--- config.mk ---
export PLATFORM = sky130hd
export DESIGN_NAME = debouncer
export DESIGN_NICKNAME = d
export VERILOG_FILES = /design/src/rtl/debouncer_pkg.sv /design/src/rtl/sync_ff.sv /design/src/rtl/debouncer.sv
export SDC_FILE = /design/constraint.sdc
export NUM_CORES = 1
export LEC_CHECK = 0
export CAP_MARGIN = 20
export CORE_AREA = 2 2 39 41
export DETAILED_ROUTE_END_ITERATION = 8
export DIE_AREA = 0 0 41 43
export GPL_TIMING_DRIVEN = 0
export HOLD_SLACK_MARGIN = 0.06
export PLACE_DENSITY = 0.55
export SLEW_MARGIN = 20
export SYNTH_ARGS = -nofsm -noshare
export SYNTH_HDL_FRONTEND = slang
export SYNTH_SLANG_ARGS = --single-unit
--- constraint.sdc ---
create_clock -name clk -period 1.8 [get_ports clk]
set_input_delay 0.36 -clock clk [delete_from_list [all_inputs] [get_ports clk]]
set_output_delay 0.36 -clock clk [all_outputs]
set_load 0.01 [all_outputs]
--- src/rtl/debouncer_pkg.sv ---
// Shared types for the debouncer: the qualification FSM state encoding.
package debouncer_pkg;

  typedef enum logic [1:0] {
    IDLE_LO,
    CHECK_HI,
    IDLE_HI,
    CHECK_LO
  } debounce_state_t;

endpackage

--- src/rtl/sync_ff.sv ---
// Multi-flop synchroniser for a single asynchronous bit; reusable for any
// raw input crossing into the clk domain.
module sync_ff #(
  parameter int   STAGES    = 2,
  parameter logic RESET_VAL = 1'b0
) (
  input  logic clk,
  input  logic reset,
  input  logic d_i,
  output logic q_o
);

  logic [STAGES-1:0] chain;

  always_ff @(posedge clk or posedge reset) begin
    if (reset) begin
      chain <= {STAGES{RESET_VAL}};
    end else begin
      chain <= {chain[STAGES-2:0], d_i};
    end
  end

  assign q_o = chain[STAGES-1];

endmodule

--- src/rtl/debouncer.sv ---
// Synchronises a bouncing input and accepts a level change only after
// STABLE_CYCLES consecutive synchronised samples at the new level.
module debouncer
  import debouncer_pkg::*;
#(
  parameter int   SYNC_STAGES   = 2,
  parameter int   STABLE_CYCLES = 16,
  parameter logic RESET_LEVEL   = 1'b0
) (
  input  logic clk,
  input  logic reset,
  input  logic a_i,
  output logic db_o,
  output logic busy_o
);

  localparam int CNT_W = $clog2(STABLE_CYCLES);
  localparam logic [CNT_W-1:0] CNT_LAST = CNT_W'(STABLE_CYCLES - 1);
  localparam debounce_state_t RESET_STATE = RESET_LEVEL ? IDLE_HI : IDLE_LO;

  logic             s;
  debounce_state_t  state;
  logic [CNT_W-1:0] cnt;

  sync_ff #(
    .STAGES   (SYNC_STAGES),
    .RESET_VAL(RESET_LEVEL)
  ) u_sync (
    .clk  (clk),
    .reset(reset),
    .d_i  (a_i),
    .q_o  (s)
  );

  // The first opposite sample counts as one, so acceptance lands on the
  // STABLE_CYCLES-th consecutive sample and cnt never passes CNT_LAST.
  always_ff @(posedge clk or posedge reset) begin
    if (reset) begin
      state  <= RESET_STATE;
      cnt    <= '0;
      db_o   <= RESET_LEVEL;
      busy_o <= 1'b0;
    end else begin
      case (state)
        IDLE_LO: begin
          if (s) begin
            state  <= CHECK_HI;
            cnt    <= CNT_W'(1);
            busy_o <= 1'b1;
          end else begin
            cnt <= '0;
          end
        end
        CHECK_HI: begin
          if (!s) begin
            state  <= IDLE_LO;
            cnt    <= '0;
            busy_o <= 1'b0;
          end else if (cnt == CNT_LAST) begin
            state  <= IDLE_HI;
            cnt    <= '0;
            db_o   <= 1'b1;
            busy_o <= 1'b0;
          end else begin
            cnt <= cnt + CNT_W'(1);
          end
        end
        IDLE_HI: begin
          if (!s) begin
            state  <= CHECK_LO;
            cnt    <= CNT_W'(1);
            busy_o <= 1'b1;
          end else begin
            cnt <= '0;
          end
        end
        CHECK_LO: begin
          if (s) begin
            state  <= IDLE_HI;
            cnt    <= '0;
            busy_o <= 1'b0;
          end else if (cnt == CNT_LAST) begin
            state  <= IDLE_LO;
            cnt    <= '0;
            db_o   <= 1'b0;
            busy_o <= 1'b0;
          end else begin
            cnt <= cnt + CNT_W'(1);
          end
        end
        default: begin
          state  <= RESET_STATE;
          cnt    <= '0;
          db_o   <= RESET_LEVEL;
          busy_o <= 1'b0;
        end
      endcase
    end
  end

endmodule

Yosys cells after proc, flatten, opt, wreduce, memory -nomap -nowiden
Cells that the tools add are included.
Storage, ports and cells
  flip-flop bits (word level): 10
  input port bits: 3
  output and inout port bits: 2
  word-level logic and storage cells: 47
Cells by class
  $add $sub $neg: 1
  equal/unequal tests: 12
  multiplexer cells: 24
  reduce and logical (&&, ||, !) cells: 5
Operators by type and width (count)
  $pmux 4 s4: 1
  $mux 2: 6
  $mux 4: 3
  $mux 1: 11
  $ne 2x2->1 const B: 4
  $pmux 2 s4: 1
  $reduce_and 5->1: 1
  $add 4x1->4 const B: 1
  $eq 2x2->1 const B: 2
  $eq 4x4->1 const B: 1
  $ne 2x1->1 const B: 2
  $pmux 1 s4: 1
  $reduce_and 4->1: 1
  $ne 3x2->1 const B: 1
  $ne 3x3->1 const B: 1
  $eq 2x1->1 const B: 1
  $logic_not 2->1: 1
  $pmux 1 s2: 1
  $reduce_and 2->1: 1
  $reduce_bool 2->1: 1

Logic depth before layout (Yosys ltp)
Gate-level depths: netlist of the first run.
  depth in word-level cells: 4
  gate-level depth with buffers: 4
  depth with buffers taken out: 4

Cells and area by module
A second synthesis of the first run with hierarchy kept.
Unflattened totals
  cell total of the unflattened synthesis: 37
  area, all modules: 412.9 um2
By module, submodules not included
  debouncer: times used 1, cells an instance 34, area an instance 359.1 um2, seq. area each 200.2 um2
  sync_ff: times used 1, cells an instance 3, area an instance 53.8 um2, seq. area each 50.0 um2

Worst setup path before layout of the first run
No wires, ideal clock.
  path type: reg2reg
  start point: register cnt[0]
  end point: register with a tool-made name
  library setup time: 0.119 ns
  arrival time: 0.962 ns
  path slack: 0.719 ns
  stages on the path, launching flop included: 5
  buffers on the path: 0
  clock period less this slack: 1.081 ns
  cell sequence: dfrtp_1 ha_1 nand4_1 nor2_1 a21o_2
RTL lines
  start: declaration: RTL line debouncer.sv:23  | logic [CNT_W-1:0] cnt;
  start signal: assignment: RTL line debouncer.sv:65  | cnt <= cnt + CNT_W'(1);
  start signal: assignment: RTL line debouncer.sv:88  | cnt <= cnt + CNT_W'(1);

Worst setup path in the final report of the first run
  start point: register busy_o
  end point: output port busy_o
RTL lines
  start: declaration: RTL line debouncer.sv:14  | output logic busy_o
  start signal: assignment: RTL line debouncer.sv:42  | busy_o <= 1'b0;
  start signal: assignment: RTL line debouncer.sv:49  | busy_o <= 1'b1;
  start signal: assignment: RTL line debouncer.sv:58  | busy_o <= 1'b0;
No word-level cell between the ends.

==> impl_metrics.py, run 1 <==
metrics = {
    "cells_and_area": {
        "mostFrequentLayoutCell": "dfrtp_1",
        "syn_to_final_growth_pct": 20.1,
        "multi_input_area_sq_um": 154,
        "stdcell_area_sq_um": 494,
        "nets": 46,
        "final_util_pct": 35.7,
        "drive_above_1_share_pct": 22.5,
        "fillerInstances": 147,
        "final_cell_mix": "10 x dfrtp_1, 4 x clkdlybuf4s50_1, 3 x nor2_1, 3 x nand3_1, 3 x clkbuf_4",
        "regArea_sq_um": 250,
        "diodes": 0,
        "stdcell_count": 56,
    },
    "floorplan": {
        "initial_core_util_pct": 29.7,
        "core_area_sq_um": 1380,
        "dieArea_sq_um": 1760,
        "ios": 5,
        "fp.dieW_um": 41,
        "fp-row-count": 14,
        "die_y_um": 43,
    },
    "routing": {
        "wire_per_inst_um": 10.8,
        "drcViolationCount": 0,
        "drtIter0Drc": 9,
        "vias": 248,
        "first_pass_iters": 2,
        "ant_nets": 0,
        "viasPerCell": 4.43,
        "wl_um": 605,
    },
    "timing": {
        "max_freq_mhz": 649,
        "min_period_ps": 1540,
        "maxSlewHeadroom_pct": 75.8,
        "fin_crit_sh_pct": 85.6,
        "maxSlewViolCount": 0,
        "rsz0062_at_grt": "false",
        "whs_ps": 355,
        "fin_skew_ps": 5.64,
        "worst_slew_pin_slew_ps": 363,
        "tns_ps": 0,
        "setup_viol": 0,
        "worst_slack_ps": 259,
        "final_hold_viol_count": 0,
    },
    "cts": {
        "cts_tree": "done",
        "h-tree-depth": 1,
        "cts_sinks": 10,
        "root_buffer": "clkbuf_4",
        "path_clk_slew_ps": 60,
        "clock_latency_ps": 260,
        "clockBufferDepth": 2,
        "cts_resized": 0,
        "postCtsSetupRepairBufs": 0,
        "postCtsHoldBufs": 0,
        "cts_buffers": 3,
    },
    "worst_setup_path": {
        "ff2ff_path_depth": 4,
        "crit_arrival_ps": 1180,
        "cp_top_family": "buffers and inverters",
        "critPathRequiredTime_ps": 1440,
        "cpMaxStageDelayCell": "clkdlybuf4s50_1",
        "crit_type": "register to output port",
        "cp.buffers_inverters": 1,
        "worstPathCellList": "clkdlybuf4s50_1",
        "cp.depth": 1,
        "path_max_fanout": 3,
        "slowest_delay_ps": 540,
        "crit_path_end_kind": "output port",
        "start_kind": "register",
    },
    "place": {
        "hpwl_um": 468,
        "gp_congestion": 0.641,
        "portBuffers": 4,
        "pre_cts_ws_ps": 538,
        "postPlaceCellArea_sq_um": 472,
        "placedCellCount": 53,
    },
    "global_route": {
        "antenna_found_initial": 0,
        "grt_max_degree": 11,
        "grt_pass1_vias": 271,
        "grt_use_total_pct": 10.2,
        "gr-total-overflow": 0,
        "grt_pass1_wl_mm": 1.12,
    },
    "pwr": {
        "vdd_ir_drop_max_mv": 0.345,
        "cellLeakagePower_nw": 0.229,
        "powerDensity_nw_per_um2": 844,
        "power_mw": 0.417,
    },
    "min_path": {
        "min_path_cells": 0,
        "min_path_type": "register to register",
    },
    "logic_synthesis": {
        "synthArstFlopShare_pct": 100,
        "yosysUniqueCellTypes": 18,
        "syn_nets": 37,
        "ys_seq_area_share_pct": 60.8,
        "syn_inst": 33,
        "ys_ff_latch": 10,
        "syn_area_per_cell_sq_um": 12.5,
        "synth.cell_area_sq_um": 412,
        "synthFlopType": "dfrtp_1",
        "synth_edf_count": 0,
        "yosys_warnings": 0,
    },
    "outcome": {
        "outcome": "finished clean",
    },
    "run": {
        "drv_cap": 0,
    },
}
-- cells in the mapped netlist, drive strengths merged (2+ instances only) --
cell	number	area (sq um)
dfrtp	10	250
inv	2	7.51
nand3	3	15.0
nor2	3	11.3
o21ai	2	10.0
xor2	2	25.0
-- final timing paths --
| check | startpoint | slack [ps] | end |
|---|---|---|---|
| max | busy_o | 260 | busy_o |
| min in group asynchronous | reset | 370 | cnt[0] |
| min reg2reg | u_sync.chain[0] | 360 | u_sync.chain[1] |
| min | u_sync.chain[0] | 360 | u_sync.chain[1] |
| max reg2reg | cnt[0] | 640 | db_o |
| max in group asynchronous | reset | 1170 | cnt[2] |
-- cell families (layout without fill, tap and decap cells) --
family	Yosys count	after routing	synth area share [%]
flip-flops	10	10	60.8
adder cells (fa/ha/maj)	1	1	3.04
AO/OA/AOI/OAI	5	5	8.51
AND/OR/NAND/NOR	12	12	17.6
buffers and inverters	2	9	1.82
XOR/XNOR	3	3	8.21
-- state kept, by name, summed over array words and instances, names as in the netlist, named ones only --
register and flops:
busy_o 1, cnt 4, db_o 1, state 1, u_sync.chain 2
-- layer usage --
metal,GRT usage [%],share of wire [%]
met4,10.0,4.8
met5,0,0
met2,14.7,46
met1,10.9,45
met3,3.14,3.3
-- final cells by class --
cell class                      instances  area share (%)
Sequential cell                        10            50.6
Multi-Input combinational cell         21            31.1
Timing Repair Buffer                    4            8.10
Clock buffer                            3            4.56
Tap cell                               16            4.05
Inverter                                2            1.52
-- power breakdown --
part	total [mW]	internal, mW	switching, mW
clock	0.149	0.0770	0.0718
combinational	0.0276	0.0148	0.0128
sequential	0.241	0.234	0.00723
total	0.417	0.325	0.0919
(Power assumes the default switching activity.)
==> inputs of run 2 (changes only) <==
--- a/config.mk
+++ b/config.mk
@@ -11,7 +11,7 @@
 export DIE_AREA = 0 0 41 43
 export GPL_TIMING_DRIVEN = 0
 export HOLD_SLACK_MARGIN = 0.06
-export PLACE_DENSITY = 0.55
+export PLACE_DENSITY = 0.57
 export SLEW_MARGIN = 20
 export SYNTH_ARGS = -nofsm -noshare
 export SYNTH_HDL_FRONTEND = slang
==> constraint.sdc (replaced) <==
create_clock -name clk -period 1.4 [get_ports clk]
set_input_delay 0.28 -clock clk [delete_from_list [all_inputs] [get_ports clk]]
set_output_delay 0.28 -clock clk [all_outputs]
set_load 0.01 [all_outputs]
==> impl_metrics.py, run 2 (same netlist as run 1, synthesis figures left out) <==
metrics = {
    "timing": {
        "fin_crit_sh_pct": 87.4,
        "maxSlewHeadroom_pct": 76.3,
        "fin_skew_ps": 6.43,
        "whs_ps": 274,
        "worst_slack_ps": 177,
        "rsz0062_at_grt": "false",
        "max_freq_mhz": 817,
        "setup_viol": 0,
        "final_hold_viol_count": 0,
        "maxSlewViolCount": 0,
        "tns_ps": 0,
        "min_period_ps": 1220,
        "worst_slew_pin_slew_ps": 355,
    },
    "cts": {
        "postCtsSetupRepairBufs": 0,
        "postCtsHoldBufs": 0,
        "path_clk_slew_ps": 70,
        "root_buffer": "clkbuf_4",
        "h-tree-depth": 1,
        "cts_buffers": 3,
        "cts_sinks": 10,
        "cts_tree": "done",
        "clock_latency_ps": 260,
        "clockBufferDepth": 2,
        "cts_resized": 2,
    },
    "floorplan": {
        "core_area_sq_um": 1380,
        "ios": 5,
        "die_y_um": 43,
        "initial_core_util_pct": 29.7,
        "fp.dieW_um": 41,
        "fp-row-count": 14,
        "dieArea_sq_um": 1760,
    },
    "worst_setup_path": {
        "crit_path_end_kind": "output port",
        "cp_top_family": "flip-flops",
        "crit_arrival_ps": 940,
        "cp.buffers_inverters": 1,
        "worstReg2RegStart": "cnt[0]",
        "path_max_fanout": 3,
        "crit_type": "register to output port",
        "worstPathCellList": "dlygate4sd2_1",
        "cpMaxStageDelayCell": "dfrtp_1",
        "start_kind": "register",
        "rrSetupSlack_ps": 240,
        "critPathRequiredTime_ps": 1120,
        "slowest_delay_ps": 390,
        "ff2ff_path_depth": 4,
        "timing.rr.end": "db_o",
    },
    "cells_and_area": {
        "final_cell_mix": "10 x dfrtp_1, 3 x nor2_1, 3 x nand3_1, 3 x clkbuf_4",
        "largest_register": "cnt",
        "mostFrequentLayoutCell": "dfrtp_1",
        "top_regs": "cnt: 4 flops, u_sync.chain: 2 flops",
        "multi_input_area_sq_um": 154,
        "drive_above_1_share_pct": 24.4,
        "fillerInstances": 137,
        "diodes": 0,
        "final_util_pct": 36.5,
        "largest_reg_flops": 4,
        "nets": 46,
        "syn_to_final_growth_pct": 22.8,
        "regArea_sq_um": 250,
    },
    "routing": {
        "highest_layer": "met4",
        "first_pass_iters": 3,
        "wl_met3_um": 37,
        "ant_nets": 0,
        "viasPerCell": 4.61,
        "drtIter0Drc": 6,
        "wl_um": 659,
        "dr_wl_met2_um": 320,
        "vias": 263,
        "wl_met1_um": 275,
        "drcViolationCount": 0,
        "wire_per_inst_um": 11.6,
    },
    "global_route": {
        "grt_max_degree": 11,
        "grt_pass1_wl_mm": 1.15,
        "grt_pass1_vias": 280,
        "grt_use_total_pct": 10.3,
        "antenna_found_initial": 0,
        "gr-total-overflow": 0,
    },
    "place": {
        "gp_congestion": 0.640,
        "hpwl_um": 507,
        "pre_cts_ws_ps": 227,
        "portBuffers": 4,
    },
    "run": {
        "drv_cap": 0,
    },
    "pwr": {
        "comb_power_share_pct": 5.7,
        "vdd_ir_drop_max_mv": 0.520,
        "internal-power_mw": 0.475,
        "powerDensity_nw_per_um2": 1180,
        "cellLeakagePower_nw": 0.242,
        "pwr-share-clk_pct": 42.4,
        "p_sw_mw": 0.121,
        "swShare_pct": 20.3,
        "sequentialPowerShare_pct": 51.9,
    },
    "min_path": {
        "min_path_type": "primary input to asynchronous set/reset pin",
    },
    "outcome": {
        "outcome": "finished clean",
    },
}
[run 2: cell types whose count changed in the layout (fill, tap and decap cells not counted)]
cell / delta
clkbuf_8: +1
clkdlybuf4s50_1: -2
dlygate4sd2_1: +2
[run 2: worst max path at each step]
stage                           to  slack (ps)  startpoint  cells past startpoint
final                         db_o         180        db_o                      1
after global routing          db_o         130      cnt[0]                      4
after CTS                     db_o         160        db_o                      1
after detailed placement      db_o         230      cnt[0]                      4
after global placement        db_o         220        db_o                      1
after floorplan           register         320      cnt[0]                      4
[run 2: layout make-up]
cell class,instances,area share (%)
repair buffers,4,7.43
flip-flops and latches,10,49.5
multi-input cells,21,30.4
inverters,2,1.49
clock buffers,4,7.18
well taps,16,3.96
[run 2: metal layers]
metal,up-vias,GRT usage (%)
li1,126,-
met1,127,12.8
met2,6,13.4
met3,4,2.62
met4,0,10.0
met5,-,0
[run 2: metrics by stage]
step	std cells	power, mW	instance area (sq um)
6_report	57	0.596	505
5_1_grt	57	0.625	505
4_1_cts	57	0.608	505
3_5_place_dp	53	0.352	472
3_3_place_gp	53	0.349	472
2_1_floorplan	33	0.334	412
[run 2: power by group through the flow]
stage	Sequential (mW)	Combinational [mW]	Clock, mW
6_report	0.309	0.0339	0.253
5_1_grt	0.310	0.0389	0.275
4_1_cts	0.309	0.0351	0.263
3_5_place_dp	0.315	0.0369	0
3_3_place_gp	0.314	0.0354	0
2_1_floorplan	0.314	0.0196	0
